[config.mk]
export PLATFORM = sky130hd
export DESIGN_NAME = textmode_ctrl
export DESIGN_NICKNAME = d
export VERILOG_FILES = /design/src/rtl/textmode_ctrl.sv
export SDC_FILE = /design/constraint.sdc
export NUM_CORES = 1
export LEC_CHECK = 0
export ABC_AREA = 1
export CAP_MARGIN = 20
export CORE_MARGIN = 2
export CORE_UTILIZATION = 69
export DETAILED_ROUTE_END_ITERATION = 6
export DONT_BUFFER_PORTS = 1
export PLACE_DENSITY = 0.85
export RECOVER_POWER = 100
export SLEW_MARGIN = 5
export SYNTH_ARGS = -nofsm -noshare
export SYNTH_HDL_FRONTEND = slang
export SYNTH_SLANG_ARGS = --single-unit
[constraint.sdc]
create_clock -name clk_sys -period 3.91 [get_ports clk_sys]
set_input_delay 0.782 -clock clk_sys [delete_from_list [all_inputs] [get_ports clk_sys]]
set_output_delay 0.782 -clock clk_sys [all_outputs]
set_load 0.05 [all_outputs]
[src/rtl/textmode_ctrl.sv]
// rtl/textmode_ctrl.sv - text-buffer write-port arbiter with clear/scroll engine
module textmode_ctrl #(
    parameter int TEXT_W = 84,
    parameter int TEXT_H = 24,
    parameter int ADDRW  = 11,
    parameter int WORDW  = 32
) (
    input  logic             clk_sys,
    input  logic             rst_sys,
    input  logic             cpu_we,
    input  logic [ADDRW-1:0] cpu_addr,
    input  logic [WORDW-1:0] cpu_din,
    output logic             cpu_ready,
    input  logic             cmd_clear,
    input  logic             cmd_scroll,
    input  logic [WORDW-1:0] fill_word,
    output logic             busy,
    output logic             done,
    output logic             ram_we,
    output logic [ADDRW-1:0] ram_waddr,
    output logic [WORDW-1:0] ram_wdata,
    output logic             ram_re,
    output logic [ADDRW-1:0] ram_raddr,
    input  logic [WORDW-1:0] ram_rdata
);
    localparam int N = TEXT_W * TEXT_H;
    localparam int M = TEXT_W * (TEXT_H - 1);
    localparam logic [ADDRW:0]   N_EXT  = (ADDRW+1)'(N);
    localparam logic [ADDRW-1:0] LAST_A = ADDRW'(N - 1);
    localparam logic [ADDRW-1:0] M_A    = ADDRW'(M);
    localparam logic [ADDRW-1:0] M_LAST = ADDRW'(M - 1);
    localparam logic [ADDRW-1:0] W_A    = ADDRW'(TEXT_W);

    typedef enum logic [2:0] {
        S_IDLE, S_CLEAR, S_SC_RD, S_SC_WR, S_FILL, S_DONE
    } state_t;

    state_t           state_q, state_d;
    logic [ADDRW-1:0] addr_q, addr_d;
    logic [WORDW-1:0] fill_q, fill_d;
    logic             starved_q, starved_d;
    logic             eng_want, cpu_acc, eng_grant;

    // Outputs are forced quiet while reset is held so nothing reaches the RAM.
    always_comb begin
        eng_want  = (state_q == S_CLEAR) || (state_q == S_SC_WR) || (state_q == S_FILL);
        cpu_ready = !rst_sys && !(starved_q && eng_want);
        cpu_acc   = cpu_we && cpu_ready;
        eng_grant = !rst_sys && eng_want && !cpu_acc;

        ram_we    = 1'b0;
        ram_waddr = '0;
        ram_wdata = '0;
        if (cpu_acc) begin
            ram_we    = ({1'b0, cpu_addr} < N_EXT);
            ram_waddr = cpu_addr;
            ram_wdata = cpu_din;
        end else if (eng_grant) begin
            ram_we    = 1'b1;
            ram_waddr = addr_q;
            ram_wdata = (state_q == S_SC_WR) ? ram_rdata : fill_q;
        end

        ram_re    = !rst_sys && (state_q == S_SC_RD);
        ram_raddr = rst_sys ? '0 : addr_q + W_A;
        busy      = !rst_sys && (state_q != S_IDLE);
        done      = !rst_sys && (state_q == S_DONE);
    end

    always_comb begin
        state_d   = state_q;
        addr_d    = addr_q;
        fill_d    = fill_q;
        starved_d = eng_want && cpu_acc;
        case (state_q)
            S_IDLE: begin
                if (cmd_clear || cmd_scroll) begin
                    state_d = cmd_clear ? S_CLEAR : S_SC_RD;
                    addr_d  = '0;
                    fill_d  = fill_word;
                end
            end
            S_CLEAR, S_FILL: begin
                if (eng_grant) begin
                    if (addr_q == LAST_A) state_d = S_DONE;
                    else                  addr_d  = addr_q + 1'b1;
                end
            end
            S_SC_RD: state_d = S_SC_WR;
            S_SC_WR: begin
                // The RAM holds read data while ram_re is low, so a lost grant just waits here.
                if (eng_grant) begin
                    if (addr_q == M_LAST) begin
                        addr_d  = M_A;
                        state_d = S_FILL;
                    end else begin
                        addr_d  = addr_q + 1'b1;
                        state_d = S_SC_RD;
                    end
                end
            end
            S_DONE:  state_d = S_IDLE;
            default: state_d = S_IDLE;
        endcase
    end

    always_ff @(posedge clk_sys) begin
        if (rst_sys) begin
            state_q   <= S_IDLE;
            addr_q    <= '0;
            fill_q    <= '0;
            starved_q <= 1'b0;
        end else begin
            state_q   <= state_d;
            addr_q    <= addr_d;
            fill_q    <= fill_d;
            starved_q <= starved_d;
        end
    end
endmodule

* After elaboration in Yosys (flattened, before gate mapping) *
Cells that the tools add are included.

word-level totals
  flip-flop bits (word level) = 47
  word-level logic and storage cells = 62

operators by class
  reductions and logical operators = 22
  add/subtract/negate cells = 2
  equality and inequality tests = 12
  $lt $le $gt $ge = 1
  multiplexer cells = 21

operators with widths
  operator               count
  $mux 32                3
  $mux 11                8
  $pmux 11 s3            1
  $eq 11x11->1 const B   2
  $mux 3                 5
  $pmux 3 s4             1
  $add 11x1->11 const B  1
  $add 11x7->11 const B  1
  $lt 11x11->1 const B   1
  $ne 2x2->1 const B     5
  $logic_and 1x1->1      9
  $eq 3x2->1 const B     2
  $eq 3x3->1 const B     2
  $reduce_bool 3->1      2
  $reduce_and 5->1       1
  $reduce_and 4->1       1
  $eq 3x1->1 const B     1
  $logic_not 1->1        3
  $logic_not 3->1        1
  $logic_or 1x1->1       3
  $mux 1                 2
  $mux 2                 1
  $reduce_and 2->1       1
  $reduce_or 2->1        1

* Longest topological paths before layout *
Gate-level depths: netlist of run 1.

  depth in word-level cells = 11
  mapped depth = 13

* Least setup slack after synthesis of run 1 *
No wires, ideal clock.

  path type = input to output
  start point = input port rst_sys
  end point = output port ram_we
  arrival time = 2997 ps
  cell stages on the path = 3
  slack = 131 ps
  path through = a21oi_1 nand2_1 o21ai_0

on the way
  word-level cells in the longest chain between the ends = 7

RTL lines
  element             line    RTL
  start: declaration  9       input logic rst_sys,
  $logic_not 1->1 *   47, 49
  $logic_and 1x1->1   47      cpu_ready = !rst_sys && !(starved_q && eng_want);
  $logic_and 1x1->1   48      cpu_acc = cpu_we && cpu_ready;
  $logic_not 1->1     49      eng_grant = !rst_sys && eng_want && !cpu_acc;
  $logic_and 1x1->1   49
  $mux 1              58      end else if (eng_grant) begin
  $mux 1 *            54      if (cpu_acc) begin
  end: declaration    19      output logic ram_we,

Every way passes the cells marked *; elsewhere a longest branch is shown, timed or not.

* Worst setup path in the final report of run 1 *
  start point = input port cpu_we
  end point = output port ram_wdata[27]

on the way
  word-level cells in the longest chain between the ends = 5

RTL lines
  element              line  RTL
  start: declaration   10    input logic cpu_we,
  $logic_and 1x1->1 *  48
  $logic_not 1->1      49
  $logic_and 1x1->1    49
  $mux 32              58
  $mux 32 *            54
  end: declaration     21    output logic [WORDW-1:0] ram_wdata,

Marked as above.

==> impl_metrics.ini, run 1 <==
[drt]
via_per_inst = 6.10
wl_per_cell_um = 16.1
vias = 3736
drt-total-wl_mm = 9.85
drtIter0Drc = 307
firstDrtPassIters = 5
antenna_left = 0
route.detailed.drc = 0

[sta]
rsz0062_at_grt = false
fin_setup_tns_ps = 0
timing.fmax_mhz = 278
finalHoldViolCount = 0
worstMarginPinSlew_ps = 1690
period_share_pct = 92.1
slew_headroom_pct = -12.9
setup_viol = 0
fin_skew_ps = 6.96
fin_crit_ps = 3600
slew_violations = 65

[finish]
fin_util_pct = 86.6
fin_nets = 675
final_layout_size_suffix_gt1_share_pct = 12.9
post-route-cell-area_um2 = 3800
area_growth_pct = 19.8
diodes = 0

[floorplanning]
top_level_ports = 171
die_y_um = 71.8
rows = 24
dieArea_um2 = 5150
dieWidth_um = 71.8
start_util_pct = 72.3
coreArea_um2 = 4380

[synthesis]
synthTopCellsByCount = nand2_1 (131), o21ai_0 (108), inv_1 (63)
synth_xor_area_share_pct = 1.11
synthSimpleGateAreaFrac_pct = 27.9
ys_warn_count = 0
syn_avg_cell_area_um2 = 5.98
synth_fa_ha_area_share_pct = 1.18
synth_seq_cells = 47
synth_top_area_share_pct = 29.7
synth-async-reset-ratio_pct = 0
synth-edff-count = 0
synth.distinct_cells = 28
synthMuxAreaShare_pct = 0
synth_compound_area_share_pct = 27.2
ys_seq_area_share_pct = 29.7
synth_top_family_by_area = simple AND/OR/NAND/NOR gates
yosysMostFrequentCell = nand2_1
syn_nets = 645
netlist_instances = 530
ys_top_cells_by_area = dfxtp_1 (30%), o21ai_0 (17%), nand2_1 (16%)
synth_area_um2 = 3170
yosysTopAreaCell = dfxtp_1
synth_ff_type = dfxtp_1

[cts]
cts_root_buffer = clkbuf_8
ctsLongestPathBuffers = 2
insertion_delay_ps = 310
cts_setup_buffers = 0
clk_pin_slew_ps = 90
htreeDepth = 2
hold_buffers = 0
cts_buffers = 5
cts_resized = 0
cts_tree = built
clock_sinks = 47

[outcome]
run_status = complete, but fails checks
violations = max-capacitance violations, max-slew violations

[critical_path]
crit_required_ps = 3130
crit_arrival_ps = 2820
cp-start-kind = input pin
cp_max_fo = 28
worst-setup-path-type = in2out
end_kind = output port

[place]
placement.io_buffers = 0
postPlaceCellArea_um2 = 3800
place_hpwl_mm = 7.14
place_congestion = 0.959

[grt]
overflow = 0
groute.usage.overall_pct = 37.4
grt_max_degree = 65
first_global_vias = 3577
antenna_found_initial = 0
grt_pass1_wl_mm = 15.3

[power_and_ir_drop]
p_per_area_nw_per_um2 = 742
vdd_drop_max_mv = 0.499
leakagePower_uw = 0.00176

[hold_path]
hold_class = reg2reg

[run]
max_cap_violations = 1
[critical path: stages]
cell	delay (ps)
inv_1	30
o211ai_2	750
clkbuf_1	670
o21ai_0	350
buf_12	230
[power breakdown]
group,switching (uW),total [uW],internal [uW],leakage [uW]
Clock,171,358,188,0.0000513
Sequential,150,812,662,0.000389
Combinational,1170,1650,481,0.00132
Total,1490,2820,1330,0.00176
[state kept, by name (all words and copies together), names as in the netlist]
name and flops:
state_q 3, starved_q 1, addr_q 11, fill_q 32
[final cells by class]
class,count,area (um2)
clock buffer,6,72.6
clock inverter,1,30.0
fill,281,587
inverter,66,248
multi-input combinational,385,1800
sequential,47,941
tap,52,65.1
timing repair buffer,55,637
[final timing paths]
path	start	to	slack, ps	depth (start not counted)
max	cpu_we	ram_wdata[27]	310	5
min	fill_q[10]	fill_q[10]	460	2
max reg2reg	state_q[0]	addr_q[10]	520	11
min reg2reg	fill_q[10]	fill_q[10]	460	2
[placed cells by master, fill, tap and decap left out, types with 6 or more instances in the layout]
| master | n |
|---|---|
| nor2_1 | 43 |
| nor3_1 | 6 |
| a21oi_1 | 43 |
| buf_12 | 24 |
| inv_1 | 63 |
| nand2_1 | 132 |
| dfxtp_1 | 47 |
| o21ai_0 | 118 |
| clkbuf_2 | 20 |
| clkbuf_1 | 8 |
| nand3_1 | 12 |
[metrics by stage]
| stage | total power (uW) | worst slack, ps | hold WS, ps | instances |
|---|---|---|---|---|
| global placement | 2400 | 866 | 439 | 605 |
| floorplan | 2070 | 131 | 430 | 530 |
| finish | 2820 | 310 | 456 | 612 |
| CTS | 2860 | 350 | 458 | 612 |
| global route | 3030 | 149 | 480 | 612 |
| detailed placement | 2490 | 687 | 445 | 605 |
[kinds of logic after synthesis]
logic type / after synthesis
adder cells (fa/ha/maj): 3
AND/OR/NAND/NOR: 211
flip-flops: 47
AO/OA/AOI/OAI: 167
buffers and inverters: 98
XOR/XNOR: 4
[metal layers]
layer  share of wire, %  GRT usage (%)
met1                 34           38.3
met2                 50           66.9
met3                 11           11.1
met4                4.2           22.0
met5                  0              0
Power figures use the tool's default switching activity.
==> inputs of run 2 (changes only) <==
Settings changed: ABC_AREA 1 to 0.
==> run 2 against run 1 <==
  * The flow now finishes without violations
  * Cell count down 23%
  * Via count down 9.8%
  * Die area down 3.7%
  * Utilization down 0.83 points
  * Total power down 27%
  * Wire length up 11%
  * Register-to-register slack better by 300 ps
  * Hold slack better by 6.8 ps
  * Global-route usage up 5.0 points
  * Clock skew up 8.0 ps
  * Synthesized cell count down 25%
  * Critical path type is now reg2out
  * Highest routed layer unchanged
==> impl_metrics.ini, run 2 <==
[finish]
reg_top3 = fill_q (32), addr_q (11), state_q (3)
final_layout_size_suffix_gt1_share_pct = 14.4
largest_register_ffs = 32
area_growth_pct = 21.0
final_cell_mix = nand2_1 (80), a21oi_1 (51), dfxtp_1 (47), mux2i_1 (32), o2bb2ai_1 (32)
fin_nets = 532
diodes = 0
top_register = fill_q
fill_cells = 198
final_common_cell = nand2_1

[place]
placement.io_buffers = 0
preCtsSetupSlack_ps = 350
place_hpwl_mm = 7.89
place_congestion = 0.968

[synthesis]
synthTopCellsByCount = nand2_1 (79), a21oi_1 (50), dfxtp_1 (47)
synth_compound_area_share_pct = 27.8
ys_top_cells_by_area = dfxtp_1 (31%), mux2i_1 (11%), nand2_1 (9.7%)
synth_ff_type = dfxtp_1
syn_avg_cell_area_um2 = 7.71
syn_nets = 510
yosysTopAreaCell = dfxtp_1
synth_top_area_share_pct = 30.9
ys_seq_area_share_pct = 30.9
synth-async-reset-ratio_pct = 0
yosysMostFrequentCell = nand2_1
synth-edff-count = 0
synthMuxAreaShare_pct = 10.5
synthSimpleGateAreaFrac_pct = 21.2
synth_top_family_by_area = compound AO/OA/AOI/OAI gates
synth_seq_cells = 47
synth.distinct_cells = 45
synth_xor_area_share_pct = 1.73
ys_warn_count = 0
synth_area_um2 = 3040
netlist_instances = 395
synth_fa_ha_area_share_pct = 1.23

[floorplanning]
coreArea_um2 = 4290
dieArea_um2 = 4960
rows = 24
die_y_um = 70.4
top_level_ports = 171
start_util_pct = 70.9
dieWidth_um = 70.4

[grt]
groute.usage.overall_pct = 42.4
first_global_vias = 3324
grt_max_degree = 64
overflow = 0
antenna_found_initial = 0
grt_pass1_wl_mm = 16.5

[cts]
clock_sinks = 47
clk_pin_slew_ps = 80
htreeDepth = 2
insertion_delay_ps = 310
cts_tree = built
ctsLongestPathBuffers = 2
cts_root_buffer = clkbuf_8
cts_setup_buffers = 0
cts_buffers = 5

[sta]
setup_viol = 0
slew_headroom_pct = 25.6
postLayoutSetupSlackWorst_ps = 203
slew_violations = 0
finalHoldViolCount = 0
timing.fmax_mhz = 270
fin_crit_ps = 3710
fin_setup_tns_ps = 0
fin_skew_ps = 15.0
rsz0062_at_grt = false
period_share_pct = 94.8
worstMarginPinSlew_ps = 1120

[critical_path]
cp-start-kind = register
cp_max_fo = 33
rrSetupSlack_ps = 820
crit_arrival_ps = 2930
end_kind = output port
worst-setup-path-type = reg2out
crit_chain = nand2b_2 -> nand2_1 -> a21oi_1 -> and2_2 -> buf_4 -> o2bb2ai_1 -> buf_12
crit_required_ps = 3130
slowest_delay_ps = 630
cp_slowest_cell = and2_2

[power_and_ir_drop]
leakagePower_uw = 0.00151
combPwrFrac_pct = 52.7
p_per_area_nw_per_um2 = 562
share_seq_of_total_power_pct = 32.9
intPower_uw = 1080
vdd_drop_max_mv = 0.408
p_sw_uw = 987
swShare_pct = 47.7
clkPwrFrac_pct = 14.4

[drt]
drt-total-wl_mm = 10.9
firstDrtPassIters = 7
wl_per_cell_um = 23.2
antenna_left = 0
drtIter0Drc = 445
via_per_inst = 7.17
vias = 3371
route.detailed.drc = 0

[run]
max_cap_violations = 0

[hold_path]
hold_class = reg2reg

[outcome]
run_status = complete, no violations
## run 2: repair_timing
item | CTS | global route
endpoints found under the hold margin | 0 | 0
hold buffers | 0 | 0
gates resized for setup | 1 | 0
endpoints found under the setup margin | 3 | 0
## run 2: power by group through the flow
stage	Clock, uW	Sequential, uW	Combinational, uW
finish	297	681	1090
global route	306	690	1150
CTS	292	676	1150
detailed placement	0	685	1140
global placement	0	671	1040
floorplan	0	637	842
## run 2: cell families after synthesis
family          Yosys count
buf+inv                  43
xor+xnor                  6
simple gates            142
compound gates          122
mux                      32
flops                    47
fa+ha+maj                 3
## run 2: path summary, 6_finish.rpt
path | startpoint | to | cells past startpoint
max | state_q[2] | ram_wdata[15] | 7
min | fill_q[23] | fill_q[23] | 2
max reg2reg | state_q[1] | fill_q[11] | 5
min reg2reg | fill_q[23] | fill_q[23] | 2
## run 2: metrics by stage
step           cells  hold WS (ps)  util [%]  power, uW  area (um2)
2_1_floorplan    395           436         -       1480        3040
3_3_place_gp     460           435      90.1       1710        3870
3_5_place_dp     462           449      90.8       1820        3900
4_1_cts          470           462      92.8       2120        3990
5_1_grt          470           478      85.8       2140        3680
6_report         470           463      85.8       2070        3680
## run 2: cell type report
cell class / count / area [um2] / share of cell area, %
Multi-Input combinational cell: 305 / 1890 / 51.4
Sequential cell: 47 / 941 / 25.5
Timing Repair Buffer: 53 / 682 / 18.5
Clock buffer: 6 / 72.6 / 1.97
Tap cell: 52 / 65.1 / 1.77
Inverter: 5 / 18.8 / 0.510
Clock inverter: 2 / 12.5 / 0.340
## run 2: worst max-delay path: cells and delay by family (launching register included)
kind	cells	cell delay [ps]
buffers and inverters	2	490
DFF	1	530
and+or+nand+nor	3	1120
AOI/OAI and AO/OA	2	470
## run 2: metal layers
metal  global-route usage, %  part of all wire (%)  up-vias
li1                        -                     -     1462
met1                    43.2                    33     1556
met2                    78.2                    51      284
met3                    11.5                    10       69
met4                    21.6                   5.1        0
met5                       0                     0        -
==> inputs of run 3 (changes only) <==
Clock period 3.91 ns to 4.7 ns, I/O delays scaled along.
==> run 3 against run 2 <==
  * Global-route usage shrank 10 points
  * Non-clock buffer count down 11
  * Combinational power shrank 28%
  * First-iteration DRC count fell by 60%
  * Flip-flop and latch count did not move
  * Cell count down 2.3%
  * Critical path depth fell by 1
  * Largest cell class unchanged
==> impl_metrics.ini, run 3 (synthesis gave the netlist of run 2 again) <==
[outcome]
run_status = complete, no violations

[critical_path]
rrSetupSlack_ps = 1870
crit_required_ps = 3760
crit_chain = nand2b_2 -> nand2_2 -> a21oi_1 -> and2_1 -> buf_4 -> a22o_1
critPathTopFamily = compound AO/OA/AOI/OAI gates
worstSetupEndpoint = ram_waddr[6]
reg2reg_to = fill_q[31]
crit_buf_inv = 1
slowest_delay_ps = 940
r2r-start = state_q[1]
cp_max_fo = 23
end_kind = output port
reg2reg_depth = 5
crit_arrival_ps = 3250
crit_cells = 6
worst-setup-path-type = reg2out
cp_slowest_cell = a21oi_1
cp-start-kind = register
startpoint = state_q[2]

[sta]
fin_setup_tns_ps = 0
slew_violations = 0
slew_headroom_pct = 3.44
timing.fmax_mhz = 238
finalHoldViolCount = 0
setup_viol = 0
rsz0062_at_grt = false
fin_skew_ps = 8.51
postLayoutSetupSlackWorst_ps = 506
period_share_pct = 89.2
fin_crit_ps = 4190
worstMarginPinSlew_ps = 1450

[finish]
final_cell_mix = nand2_1 (79), a21oi_1 (51), dfxtp_1 (47), buf_4 (37)
top_register = fill_q
post-route-cell-area_um2 = 3370
area_growth_pct = 10.7
final_layout_size_suffix_gt1_share_pct = 13.3
fin_nets = 521
largest_register_ffs = 32
stdcell_count = 459
diodes = 0
reg_top3 = fill_q (32), addr_q (11), state_q (3)
fill_cells = 318
final_common_cell = nand2_1

[floorplanning]
coreArea_um2 = 4290
die_y_um = 70.4
dieArea_um2 = 4960
rows = 24
start_util_pct = 70.9
dieWidth_um = 70.4
top_level_ports = 171

[cts]
htreeDepth = 2
clock_sinks = 47
cts_resized = 0
cts_buffers = 5
cts_setup_buffers = 0
ctsLongestPathBuffers = 2
insertion_delay_ps = 300
hold_buffers = 0
cts_root_buffer = clkbuf_8
clk_pin_slew_ps = 90
cts_tree = built

[drt]
drt-total-wl_mm = 8.18
vias = 3022
wl_per_cell_um = 17.8
route.detailed.drc = 0
antenna_left = 0
drtIter0Drc = 176
firstDrtPassIters = 4
via_per_inst = 6.58

[power_and_ir_drop]
leakagePower_uw = 0.00142
share_seq_of_total_power_pct = 32.7
p_per_area_nw_per_um2 = 503
swShare_pct = 43.6
vdd_drop_max_mv = 0.320
intPower_uw = 956
clkPwrFrac_pct = 20.7
p_sw_uw = 739
combPwrFrac_pct = 46.6

[place]
postPlaceCellArea_um2 = 3260
preCtsSetupSlack_ps = 1130
place_congestion = 0.848
placement.io_buffers = 0
place_hpwl_mm = 5.92
dp_cells = 450

[run]
max_cap_violations = 0

[grt]
groute.usage.overall_pct = 32.1
grt_max_degree = 64
overflow = 0
first_global_vias = 2789
antenna_found_initial = 0
grt_pass1_wl_mm = 12.9

[hold_path]
hold_class = reg2reg
run 3: cell count changes in the layout (fill, tap and decap cells not counted), sizes merged:
| cell | delta |
|---|---|
| clkinvlp | -1 |
| clkinv | -1 |
| buf | +5 |
| bufinv | +2 |
| clkbuf | -16 |
run 3: area by class of cell:
cell class                      count  area, um2  share of cell area (%)
Timing Repair Buffer               42        320                    9.50
Clock buffer                        6       72.6                    2.15
Multi-Input combinational cell    305       1890                    56.2
Tap cell                           52       65.1                    1.93
Inverter                            5       18.8                   0.557
Clock inverter                      2       60.1                    1.78
Sequential cell                    47        941                    27.9
run 3: through the flow:
| stage | hold slack [ps] | util, % | power, uW |
|---|---|---|---|
| final | 453 | 78.5 | 1700 |
| after global routing | 472 | 78.5 | 1800 |
| after CTS | 452 | 79.1 | 1710 |
| after detailed placement | 440 | 76.0 | 1370 |
| after global placement | 436 | 75.6 | 1330 |
| after floorplan | 436 | - | 1230 |
run 3: power by group through the flow:
stage	logic, uW	clock network (uW)	registers [uW]
after floorplan	700	0	530
after CTS	808	353	554
after global routing	860	369	568
final	790	350	554
after detailed placement	805	0	563
after global placement	772	0	558
run 3: worst min path at each step:
stage | startpoint | to | slack (ps) | depth (start not counted)
2_1_floorplan | fill_q[0] | fill_q[0] | 440 | 2
3_3_place_gp | fill_q[16] | fill_q[16] | 440 | 2
3_5_place_dp | fill_q[15] | fill_q[15] | 440 | 2
4_1_cts | fill_q[15] | fill_q[15] | 450 | 2
5_1_grt | fill_q[30] | fill_q[30] | 470 | 2
6_report | fill_q[2] | fill_q[2] | 450 | 2
run 3: layer usage:
metal / track usage [%] / share of wire (%) / wire, um
met4: 8.12 / 1.5 / 124
met5: 0 / 0 / 0
met2: 56.5 / 52 / 4240
met1: 37.5 / 37 / 3030
met3: 10.2 / 9.6 / 787
run 3: worst reg2reg max path: stages, from the launching register on:
cell,delay (ps)
dfxtp_1,430
nor3_1,490
nor2b_1,830
clkbuf_1,730
nand2_1,140
a21oi_1,160
